==> src/rtl/uart_tx_feeder_pkg.sv <==
// Shared definitions for the uart_tx feeder: global widths, state codes and defaults.
// The macro block stands in for the common uart globals so the package is self-contained.
`ifndef UART_GLOBALS_SVH
`define UART_GLOBALS_SVH
`define NUM_DATA_BITS 8
`define FEED_IDLE 2'd0
`define FEED_START 2'd1
`define FEED_WAIT_BUSY 2'd2
`define FEED_WAIT_DONE 2'd3
`define FEED_DEPTH_DEFAULT 16
`define FEED_BUSY_TIMEOUT_DEFAULT 4
`endif

package uart_tx_feeder_pkg;

    localparam int FEED_DATA_W = `NUM_DATA_BITS;
    localparam int FEED_DEPTH = `FEED_DEPTH_DEFAULT;
    localparam int FEED_BUSY_TIMEOUT = `FEED_BUSY_TIMEOUT_DEFAULT;

    typedef enum logic [1:0] {
        S_IDLE      = `FEED_IDLE,
        S_START     = `FEED_START,
        S_WAIT_BUSY = `FEED_WAIT_BUSY,
        S_WAIT_DONE = `FEED_WAIT_DONE
    } feed_state_e;

    function automatic logic [7:0] sat_inc8(input logic [7:0] v);
        return (v == 8'hFF) ? v : v + 8'd1;
    endfunction

endpackage

==> src/rtl/uart_sync_fifo.sv <==
// Circular byte FIFO with wrap-bit pointers and a flush that drops all queued data.
module uart_sync_fifo #(
    parameter int DATA_W = 8,
    parameter int DEPTH = 16,
    localparam int ADDR_W = $clog2(DEPTH)
) (
    input  logic              clk,
    input  logic              reset,
    input  logic              push_i,
    input  logic              pop_i,
    input  logic              flush_i,
    input  logic [DATA_W-1:0] wdata_i,
    output logic [DATA_W-1:0] rdata_o,
    output logic              full_o,
    output logic              empty_o,
    output logic [ADDR_W:0]   level_o
);

    logic [ADDR_W:0]   wr_ptr_q, wr_ptr_d;
    logic [ADDR_W:0]   rd_ptr_q, rd_ptr_d;
    logic [DATA_W-1:0] mem_q [DEPTH];
    logic              push_ok;

    assign full_o  = (wr_ptr_q[ADDR_W] != rd_ptr_q[ADDR_W]) &&
                     (wr_ptr_q[ADDR_W-1:0] == rd_ptr_q[ADDR_W-1:0]);
    assign empty_o = (wr_ptr_q == rd_ptr_q);
    assign level_o = wr_ptr_q - rd_ptr_q;
    assign rdata_o = mem_q[rd_ptr_q[ADDR_W-1:0]];

    // Fullness is judged on the registered pointers, before any same-cycle pop.
    assign push_ok = push_i && !full_o && !flush_i;

    always_comb begin
        wr_ptr_d = wr_ptr_q;
        rd_ptr_d = rd_ptr_q;
        if (push_ok) begin
            wr_ptr_d = wr_ptr_q + (ADDR_W+1)'(1);
        end
        if (flush_i) begin
            rd_ptr_d = wr_ptr_q;
        end else if (pop_i && !empty_o) begin
            rd_ptr_d = rd_ptr_q + (ADDR_W+1)'(1);
        end
    end

    always_ff @(posedge clk or posedge reset) begin
        if (reset) begin
            wr_ptr_q <= '0;
            rd_ptr_q <= '0;
        end else begin
            wr_ptr_q <= wr_ptr_d;
            rd_ptr_q <= rd_ptr_d;
        end
    end

    always_ff @(posedge clk) begin
        if (push_ok) begin
            mem_q[wr_ptr_q[ADDR_W-1:0]] <= wdata_i;
        end
    end

endmodule

==> src/rtl/uart_tx_feeder.sv <==
// Buffers system bytes and paces them into uart_tx one write pulse at a time,
// watching busy/done/error and keeping sticky status for software.
module uart_tx_feeder
    import uart_tx_feeder_pkg::*;
#(
    parameter int DATA_W = `NUM_DATA_BITS,
    parameter int DEPTH = `FEED_DEPTH_DEFAULT,
    parameter int BUSY_TIMEOUT = `FEED_BUSY_TIMEOUT_DEFAULT,
    localparam int ADDR_W = $clog2(DEPTH)
) (
    input  logic              clk,
    input  logic              reset,
    input  logic              enable,
    input  logic              wr_en,
    input  logic [DATA_W-1:0] wr_data,
    input  logic              flush,
    output logic              full,
    output logic              empty,
    output logic [ADDR_W:0]   level,
    output logic              tx_enable,
    output logic              tx_write,
    output logic [DATA_W-1:0] tx_data,
    input  logic              tx_busy,
    input  logic              tx_done,
    input  logic              tx_error,
    output logic              overflow,
    output logic              timeout,
    output logic [7:0]        err_cnt,
    input  logic              clr_status
);

    localparam int TMR_W = $clog2(BUSY_TIMEOUT + 1);

    feed_state_e       state_q, state_d;
    logic [TMR_W-1:0]  timer_q, timer_d;
    logic [DATA_W-1:0] tx_data_q, tx_data_d;
    logic              overflow_q, overflow_d;
    logic              timeout_q, timeout_d;
    logic [7:0]        err_cnt_q, err_cnt_d;
    logic              pop;
    logic              err_inc;
    logic              to_set;
    logic [DATA_W-1:0] fifo_rdata;

    uart_sync_fifo #(
        .DATA_W(DATA_W),
        .DEPTH (DEPTH)
    ) u_fifo (
        .clk    (clk),
        .reset  (reset),
        .push_i (wr_en),
        .pop_i  (pop),
        .flush_i(flush),
        .wdata_i(wr_data),
        .rdata_o(fifo_rdata),
        .full_o (full),
        .empty_o(empty),
        .level_o(level)
    );

    assign tx_enable = enable;
    assign tx_write  = (state_q == S_START);
    assign tx_data   = tx_data_q;
    assign overflow  = overflow_q;
    assign timeout   = timeout_q;
    assign err_cnt   = err_cnt_q;

    always_comb begin
        state_d   = state_q;
        timer_d   = timer_q;
        tx_data_d = tx_data_q;
        pop       = 1'b0;
        err_inc   = 1'b0;
        to_set    = 1'b0;

        unique case (state_q)
            S_IDLE: begin
                if (!empty && !flush) begin
                    pop       = 1'b1;
                    tx_data_d = fifo_rdata;
                    state_d   = S_START;
                end
            end
            S_START: begin
                timer_d = '0;
                state_d = S_WAIT_BUSY;
            end
            S_WAIT_BUSY: begin
                if (tx_busy) begin
                    state_d = S_WAIT_DONE;
                end else if (timer_q == TMR_W'(BUSY_TIMEOUT - 1)) begin
                    to_set  = 1'b1;
                    err_inc = 1'b1;
                    state_d = S_IDLE;
                end else begin
                    timer_d = timer_q + 1'b1;
                end
            end
            S_WAIT_DONE: begin
                if (tx_done) begin
                    err_inc = tx_error;
                    state_d = S_IDLE;
                end
            end
            default: state_d = S_IDLE;
        endcase

        // Disabling abandons the in-flight byte but keeps the queue and tx_data.
        if (!enable) begin
            state_d   = S_IDLE;
            pop       = 1'b0;
            tx_data_d = tx_data_q;
            err_inc   = 1'b0;
            to_set    = 1'b0;
        end

        overflow_d = overflow_q | (wr_en & full);
        timeout_d  = timeout_q | to_set;
        err_cnt_d  = err_inc ? sat_inc8(err_cnt_q) : err_cnt_q;

        if (clr_status) begin
            overflow_d = 1'b0;
            timeout_d  = 1'b0;
            err_cnt_d  = '0;
        end
    end

    always_ff @(posedge clk or posedge reset) begin
        if (reset) begin
            state_q    <= S_IDLE;
            timer_q    <= '0;
            tx_data_q  <= '0;
            overflow_q <= 1'b0;
            timeout_q  <= 1'b0;
            err_cnt_q  <= '0;
        end else begin
            state_q    <= state_d;
            timer_q    <= timer_d;
            tx_data_q  <= tx_data_d;
            overflow_q <= overflow_d;
            timeout_q  <= timeout_d;
            err_cnt_q  <= err_cnt_d;
        end
    end

endmodule

==> config.mk <==
export PLATFORM = sky130hd
export DESIGN_NAME = uart_tx_feeder
export DESIGN_NICKNAME = d
export VERILOG_FILES = /design/src/rtl/uart_tx_feeder_pkg.sv /design/src/rtl/uart_sync_fifo.sv /design/src/rtl/uart_tx_feeder.sv
export SDC_FILE = /design/constraint.sdc
export NUM_CORES = 1
export LEC_CHECK = 0
export BUFFER_PORTS_ARGS = -buffer_cell sky130_fd_sc_hd__buf_4
export CAP_MARGIN = 40
export CORE_MARGIN = 3
export CORE_UTILIZATION = 60
export DETAILED_ROUTE_END_ITERATION = 16
export PLACE_DENSITY = 0.77
export SYNTH_ARGS = -nofsm -noshare
export SYNTH_HDL_FRONTEND = slang
export SYNTH_SLANG_ARGS = --single-unit
==> constraint.sdc <==
create_clock -name clk -period 3.25 [get_ports clk]
set_clock_uncertainty 0.05 [all_clocks]
set_input_delay 0 -clock clk [delete_from_list [all_inputs] [get_ports clk]]
set_output_delay 0 -clock clk [all_outputs]
set_load 0.01 [all_outputs]
==> results of run 1 <==
==> synthesized netlist by cell type, drive strengths merged <==
library cell,count,share of area
a2111oi,1,0.0013
a211o,2,0.0026
a211oi,2,0.0022
a21o,3,0.0033
a21oi,15,0.012
a22o,6,0.0077
a32o,1,0.0015
and3b,1,0.0013
and4,3,0.0038
and4b,1,0.0016
buf,14,0.013
clkbuf,4,0.0024
clkinv,3,0.0016
dfrtp,33,0.12
edfxtp,128,0.56
fa,1,0.0029
ha,16,0.029
inv,13,0.0071
mux2,2,0.0033
mux2i,11,0.016
mux4,32,0.11
nand2,32,0.018
nand2b,3,0.0027
nand3,13,0.0095
nand3b,1,0.0011
nand4,4,0.0037
nor2,19,0.010
nor2b,3,0.0027
nor3,5,0.0037
nor3b,1,0.0011
o211ai,3,0.0033
o21ai,13,0.010
o221ai,1,0.0013
o22ai,1,0.0029
o311ai,1,0.0013
o31ai,2,0.0022
o32ai,1,0.0013
o41ai,1,0.0013
or3,3,0.0027
or4,3,0.0033
xnor2,9,0.012
xor2,4,0.0051
==> registers in the layout, summed over array words and instances, names as in the netlist <==
name and cells:
state_q 2, u_fifo.mem_q 128, overflow 1, timeout 1, u_fifo.rd_ptr_q 5, tx_data 8, err_cnt 8, u_fifo.wr_ptr_q 5
timer_q 3
==> final timing paths <==
check	slack (ns)	startpoint	to
max	0.41	u_fifo.wr_ptr_q[3]	u_fifo.mem_q[11][6]
min	0.07	reset	tx_data[2]
max reg2reg	0.41	u_fifo.wr_ptr_q[3]	u_fifo.mem_q[11][6]
min reg2reg	0.45	tx_data[2]	tx_data[2]
max in group asynchronous	2.42	reset	timer_q[2]
min in group clk	0.07	tx_done	state_q[1]
==> cell usage in the layout, fill, tap and decap left out, drive strengths merged, types with 15 or more instances in the layout <==
master / n
dfrtp: 33
edfxtp: 128
a21oi: 15
nor2: 19
ha: 16
clkbuf: 17
mux4: 32
buf: 66
nand2: 32
==> worst reg2reg max path, cell delays in order, from the launching register on <==
cell	delay, ns
dfrtp_1	0.56
ha_1	0.35
and4_1	0.23
a21oi_2	0.38
nand2_1	0.22
nor2_1	0.67
==> power by group <==
part / internal [mW] / switching, mW / total (mW)
sequential: 2.43 / 0.146 / 2.58
combinational: 1.04 / 1.15 / 2.19
clock: 1.20 / 0.778 / 1.98
==> stage by stage <==
stage | utilization | hold WS [ns]
global route | 0.742 | 0.0890
floorplan | - | 0.0418
global placement | 0.673 | 0.175
CTS | 0.742 | 0.0558
finish | 0.742 | 0.0657
detailed placement | 0.676 | -0.0404
==> layer usage <==
layer,part of all wire,GRT usage,vias up
li1,-,-,1779
met1,0.39,0.323,2025
met2,0.51,0.401,183
met3,0.068,0.0636,45
met4,0.035,0.125,0
met5,0,0,-
==> area by class of cell <==
class	instances	area (um2)	share of cell area
clock inverters	15	168	0.0206
repair buffers	80	656	0.0804
clock buffers	17	425	0.0522
inverters	16	60.1	0.00737
flip-flops and latches	161	4670	0.573
multi-input cells	220	2000	0.245
well taps	140	175	0.0215
==> kinds of logic (layout without fill, tap and decap cells) <==
family,after synthesis,in the layout,synth area share
AOI/OAI and AO/OA,53,53,0.0536
xor gates and xnor gates,13,13,0.0167
and+or+nand+nor,92,92,0.0653
buffers and inverters,34,128,0.0243
DFF,161,161,0.683
adders and majority gates,17,17,0.0322
muxes,45,45,0.125
==> metrics.md, run 1 <==
| Metric | Value |
|---|---|
| Outcome | `finished, final reports clean` |
| Hold violation count in the final report | `0` |
| Slowest-stage cell, CP | `nor2_1` |
| Number of global-route vias before repair | `4,105` |
| Tightest Pin Transition | `0.803 ns` |
| DR iter-0 viols | `417` |
| Tot GR Track Use | `0.250` |
| Clk pin slew, worst setup/hold paths | `0.06 ns` |
| Post-route ant nets | `0` |
| DRC Markers | `0` |
| CTS tree | `built` |
| Placed Area | `7420 um2` |
| Die area | `12,700 um2` |
| Worst Path Max Fanout | `11` |
| Avg Inst Size Synth | `16.5 um2` |
| First-pass GRT wire length | `23.3 mm` |
| Hold crit path type | `primary input to async pin` |
| RSZ-0062 raised after global routing | `false` |
| Clock Tree Buf Depth | `2` |
| I/O pins | `44` |
| Root Driver | `clkbuf_16` |
| Worst EP required | `3.25 ns` |
| Post-CTS Resized | `0` |
| Place WS | `0.482 ns` |
| Core Region | `11,000 um2` |
| Vias/cell | `6.21` |
| Slowest cell delay on critical path | `0.67 ns` |
| DR WL/cell | `22.4 um` |
| Buf+Inv Stages, Crit Path | `0` |
| Synthesized area | `6840 um2` |
| Cells after DPL | `603` |
| #FFs+latches synth | `161` |
| Count of buffers from port buffering | `43` |
| Synth Warn # | `0` |
| Share of layout cells above drive strength 1 | `0.259` |
| Area of all placed cells without fillers | `8150 um2` |
| Slew margin rel. | `0.462` |
| Initial antenna violation count | `0` |
| Hold-fix buffers at CTS | `14` |
| H-tree depth | `4` |
| CP Capture Type | `register` |
| CP cell instances | `ha_1, and4_1, a21oi_2, nand2_1, nor2_1` |
| Maxcap violations | `0` |
| Tcrit/Tclk final | `0.873` |
| Syn Nets | `449` |
| Postcts setup bufs | `0` |
| Critical path arrival | `2.84 ns` |
| Drt pass-1 iters | `6` |
| Max VDD drop | `0.648 mV` |
| GP Congestion | `0.862` |
| Tot Pwr | `6.75 mW` |
| Worst-Skew Late Latency | `0.43 ns` |
| Critical path depth in cells | `5` |
| Fillcell total | `659` |
| Final number of max-transition violations | `0` |
| Crit path max-delay family | `simple AND/OR/NAND/NOR gates` |
| Die Wd | `113 um` |
| Clock period minus final worst setup slack | `2.84 ns` |
| Non-Filler Instances | `649` |
| CTS buffer count | `17` |
| Largest net degree at the start of global routing | `29` |
| Final worst slack | `0.414 ns` |
| Final setup viols | `0` |
| Clk sinks | `161` |
| Initial Utilization | `0.622` |
| Kind of start point of the critical path | `register` |
| Post-synthesis sequential area ratio | `0.683` |
| R2R depth | `5` |
| DIE HEIGHT | `113 um` |
| Cells after Synth | `415` |
| Routed vias | `4,032` |
| Synth-to-layout area growth | `19.3%` |
| DP HPWL | `9.52 mm` |
| Final global-route overflow total | `0` |
| Lkg Pwr | `3.02 nW` |
| FP Rows | `38` |
| FMAX | `353 MHz` |
| Number of diodes | `0` |
| Yosys cell types | `48` |
| Setup_tns | `0 ns` |
| NumNets Final | `530` |
| Worst Path Class, Setup | `register to register` |
| PwrDens | `827 nW/um2` |
| Final wirelength | `14.5 mm` |
(Power assumes the default switching activity.)
==> inputs of run 2 (changes only) <==
- CELL_PAD_IN_SITES_DETAIL_PLACEMENT: unset -> 0
- CELL_PAD_IN_SITES_GLOBAL_PLACEMENT: unset -> 1
- CORE_UTILIZATION: 60 -> 51
- MAX_ROUTING_LAYER: unset -> met4
==> metrics.md, run 2 (same netlist as run 1, synthesis figures left out) <==
| Metric | Value |
|---|---|
| Outcome | `finished, final reports clean (unchanged)` |
| Initial antenna violation count | `0 (unchanged)` |
| Final setup viols | `0 (unchanged)` |
| Max Used Layer | `met4 (unchanged)` |
| Initial Utilization | `0.531 (was 0.622)` |
| DP HPWL | `9.34 mm (was 9.52 mm)` |
| Final number of max-transition violations | `0 (unchanged)` |
| Worst Path Max Fanout | `11 (unchanged)` |
| Post-CTS Resized | `0 (unchanged)` |
| Clk sinks | `161 (unchanged)` |
| Met1 WL | `5.92 mm (was 5.63 mm)` |
| Hold-fix buffers at CTS | `14 (unchanged)` |
| Die Wd | `122 um (was 113 um)` |
| Tcrit/Tclk final | `0.820 (was 0.873)` |
| DRC Markers | `0 (unchanged)` |
| Critical path arrival | `2.66 ns (was 2.84 ns)` |
| Commonest cells after routing, fill and taps aside | `edfxtp_1, buf_4, dfrtp_1 (unchanged)` |
| Post-route ant nets | `0 (unchanged)` |
| DR iter-0 viols | `288 (was 417)` |
| CTS buffer count | `17 (unchanged)` |
| Cells on Worst Hold Path | `4` |
| CP Capture Type | `register (unchanged)` |
| Clock power frac | `0.283 (was 0.293)` |
| Drt pass-1 iters | `5 (was 6)` |
| FP Rows | `41 (was 38)` |
| Lkg Pwr | `2.99 nW (was 3.02 nW)` |
| Number of diodes | `0 (unchanged)` |
| Die area | `14,800 um2 (was 12,700 um2)` |
| Hold violation count in the final report | `0 (unchanged)` |
| Worst Path Class, Setup | `register to register (unchanged)` |
| Root Driver | `clkbuf_16 (unchanged)` |
| Maxcap violations | `0 (unchanged)` |
| NumNets Final | `529 (was 530)` |
| Tightest Pin Transition | `0.686 ns (was 0.803 ns)` |
| Clock period minus final worst setup slack | `2.66 ns (was 2.84 ns)` |
| Kind of start point of the critical path | `register (unchanged)` |
| Commonest non-fill, non-tap cell in the layout | `edfxtp_1 (unchanged)` |
| H-tree depth | `4 (unchanged)` |
| R2R depth | `5 (unchanged)` |
| Share of layout cells above drive strength 1 | `0.262 (was 0.259)` |
| Synth-to-layout area growth | `19.0% (was 19.3%)` |
| DIE HEIGHT | `122 um (was 113 um)` |
| Flip-flop count of the largest register after layout | `128 (unchanged)` |
| Sw frac | `0.318 (was 0.308)` |
| Final worst slack | `0.586 ns (was 0.414 ns)` |
| Number of global-route vias before repair | `3,971 (was 4,105)` |
| Core Region | `12,900 um2 (was 11,000 um2)` |
| Tot GR Track Use | `0.219 (was 0.250)` |
| GP Congestion | `0.819 (was 0.862)` |
| WL met3 | `993 um (was 992 um)` |
| Int Pwr | `4.52 mW (was 4.67 mW)` |
| Routed vias | `3,849 (was 4,032)` |
| Clk pin slew, worst setup/hold paths | `0.06 ns (about the same)` |
| CTS tree | `built (unchanged)` |
| Final wirelength | `14.4 mm (was 14.5 mm)` |
| Slew margin rel. | `0.541 (was 0.462)` |
| Clock Tree Buf Depth | `2 (unchanged)` |
| Max VDD drop | `0.383 mV (was 0.648 mV)` |
| First-pass GRT wire length | `22.5 mm (was 23.3 mm)` |
| Largest net degree at the start of global routing | `29 (unchanged)` |
| Worst EP required | `3.25 ns (about the same)` |
| Postcts setup bufs | `0 (unchanged)` |
| Sequential power share | `0.386 (was 0.382)` |
| Worst-Skew Late Latency | `0.42 ns (was 0.43 ns)` |
| PwrDens | `815 nW/um2 (was 827 nW/um2)` |
| Hold crit path type | `primary input to register (was primary input to async pin)` |
| Place WS | `0.563 ns (was 0.482 ns)` |
| FMAX | `375 MHz (was 353 MHz)` |
| P_sw | `2.11 mW (was 2.08 mW)` |
| WL met2 | `7.23 mm (was 7.41 mm)` |
| Vias/cell | `5.66 (was 6.21)` |
| Final global-route overflow total | `0 (unchanged)` |
| Fraction of power consumed by combinational cells | `0.331 (was 0.325)` |
| I/O pins | `44 (unchanged)` |
| DR WL/cell | `21.2 um (was 22.4 um)` |
| Count of buffers from port buffering | `43 (unchanged)` |
| Setup_tns | `0 ns (unchanged)` |
| RSZ-0062 raised after global routing | `false (unchanged)` |
[run 2: cell count changes in the layout (fill, tap and decap cells not counted)]
cell	change
buf_16	-1
bufinv_16	-2
clkbuf_1	+1
clkinv_1	-3
clkinv_2	+1
clkinv_4	-1
inv_6	+3
inv_8	+1
[run 2: per-stage QoR]
step                total power, mW  utilization  cell area (um2)  cells  hold WS, ns
floorplan                      4.07            -             6840    415       0.0418
global placement               4.78        0.577             7430    634       0.0533
detailed placement             4.80        0.577             7430    634       0.0640
CTS                            6.71        0.632             8130    680       0.0800
global route                   7.00        0.632             8130    680        0.102
finish                         6.63        0.632             8130    680        0.114
[run 2: cell type report]
type	instances	area (um2)
flip-flops and latches	161	4670
clock inverters	14	130
fillers	938	4740
inverters	16	60.1
repair buffers	79	628
multi-input cells	220	2000
well taps	172	215
clock buffers	18	429
[run 2: power groups by stage]
stage	registers, mW	clock network [mW]	logic (mW)
2_1_floorplan	2.59	0	1.48
3_3_place_gp	2.60	0	2.19
3_5_place_dp	2.61	0	2.20
4_1_cts	2.56	1.93	2.23
5_1_grt	2.59	2.00	2.41
6_report	2.56	1.88	2.19
[run 2: path summary, 6_finish.rpt]
path / from / to / slack [ns]
setup / recovery: u_fifo.wr_ptr_q[3] / u_fifo.mem_q[7][0] / 0.59
max in group asynchronous: reset / timer_q[2] / 2.28
hold reg to reg: tx_data[2] / tx_data[2] / 0.44
min in group asynchronous: reset / err_cnt[1] / 0.16
setup reg to reg: u_fifo.wr_ptr_q[3] / u_fifo.mem_q[7][0] / 0.59
hold / removal: tx_done / state_q[1] / 0.11
[run 2: metal layers]
metal | up-vias | track usage
met2 | 124 | 0.335
met1 | 1932 | 0.289
li1 | 1780 | -
met3 | 13 | 0.0492
met5 | - | -
met4 | 0 | 0.0896
[run 2: critical path: stages, from the launching register on]
cell and delay [ns]:
dfrtp_1 0.53, ha_1 0.34, and4_1 0.23, a21oi_2 0.37, nand2_1 0.19, nor2_1 0.58
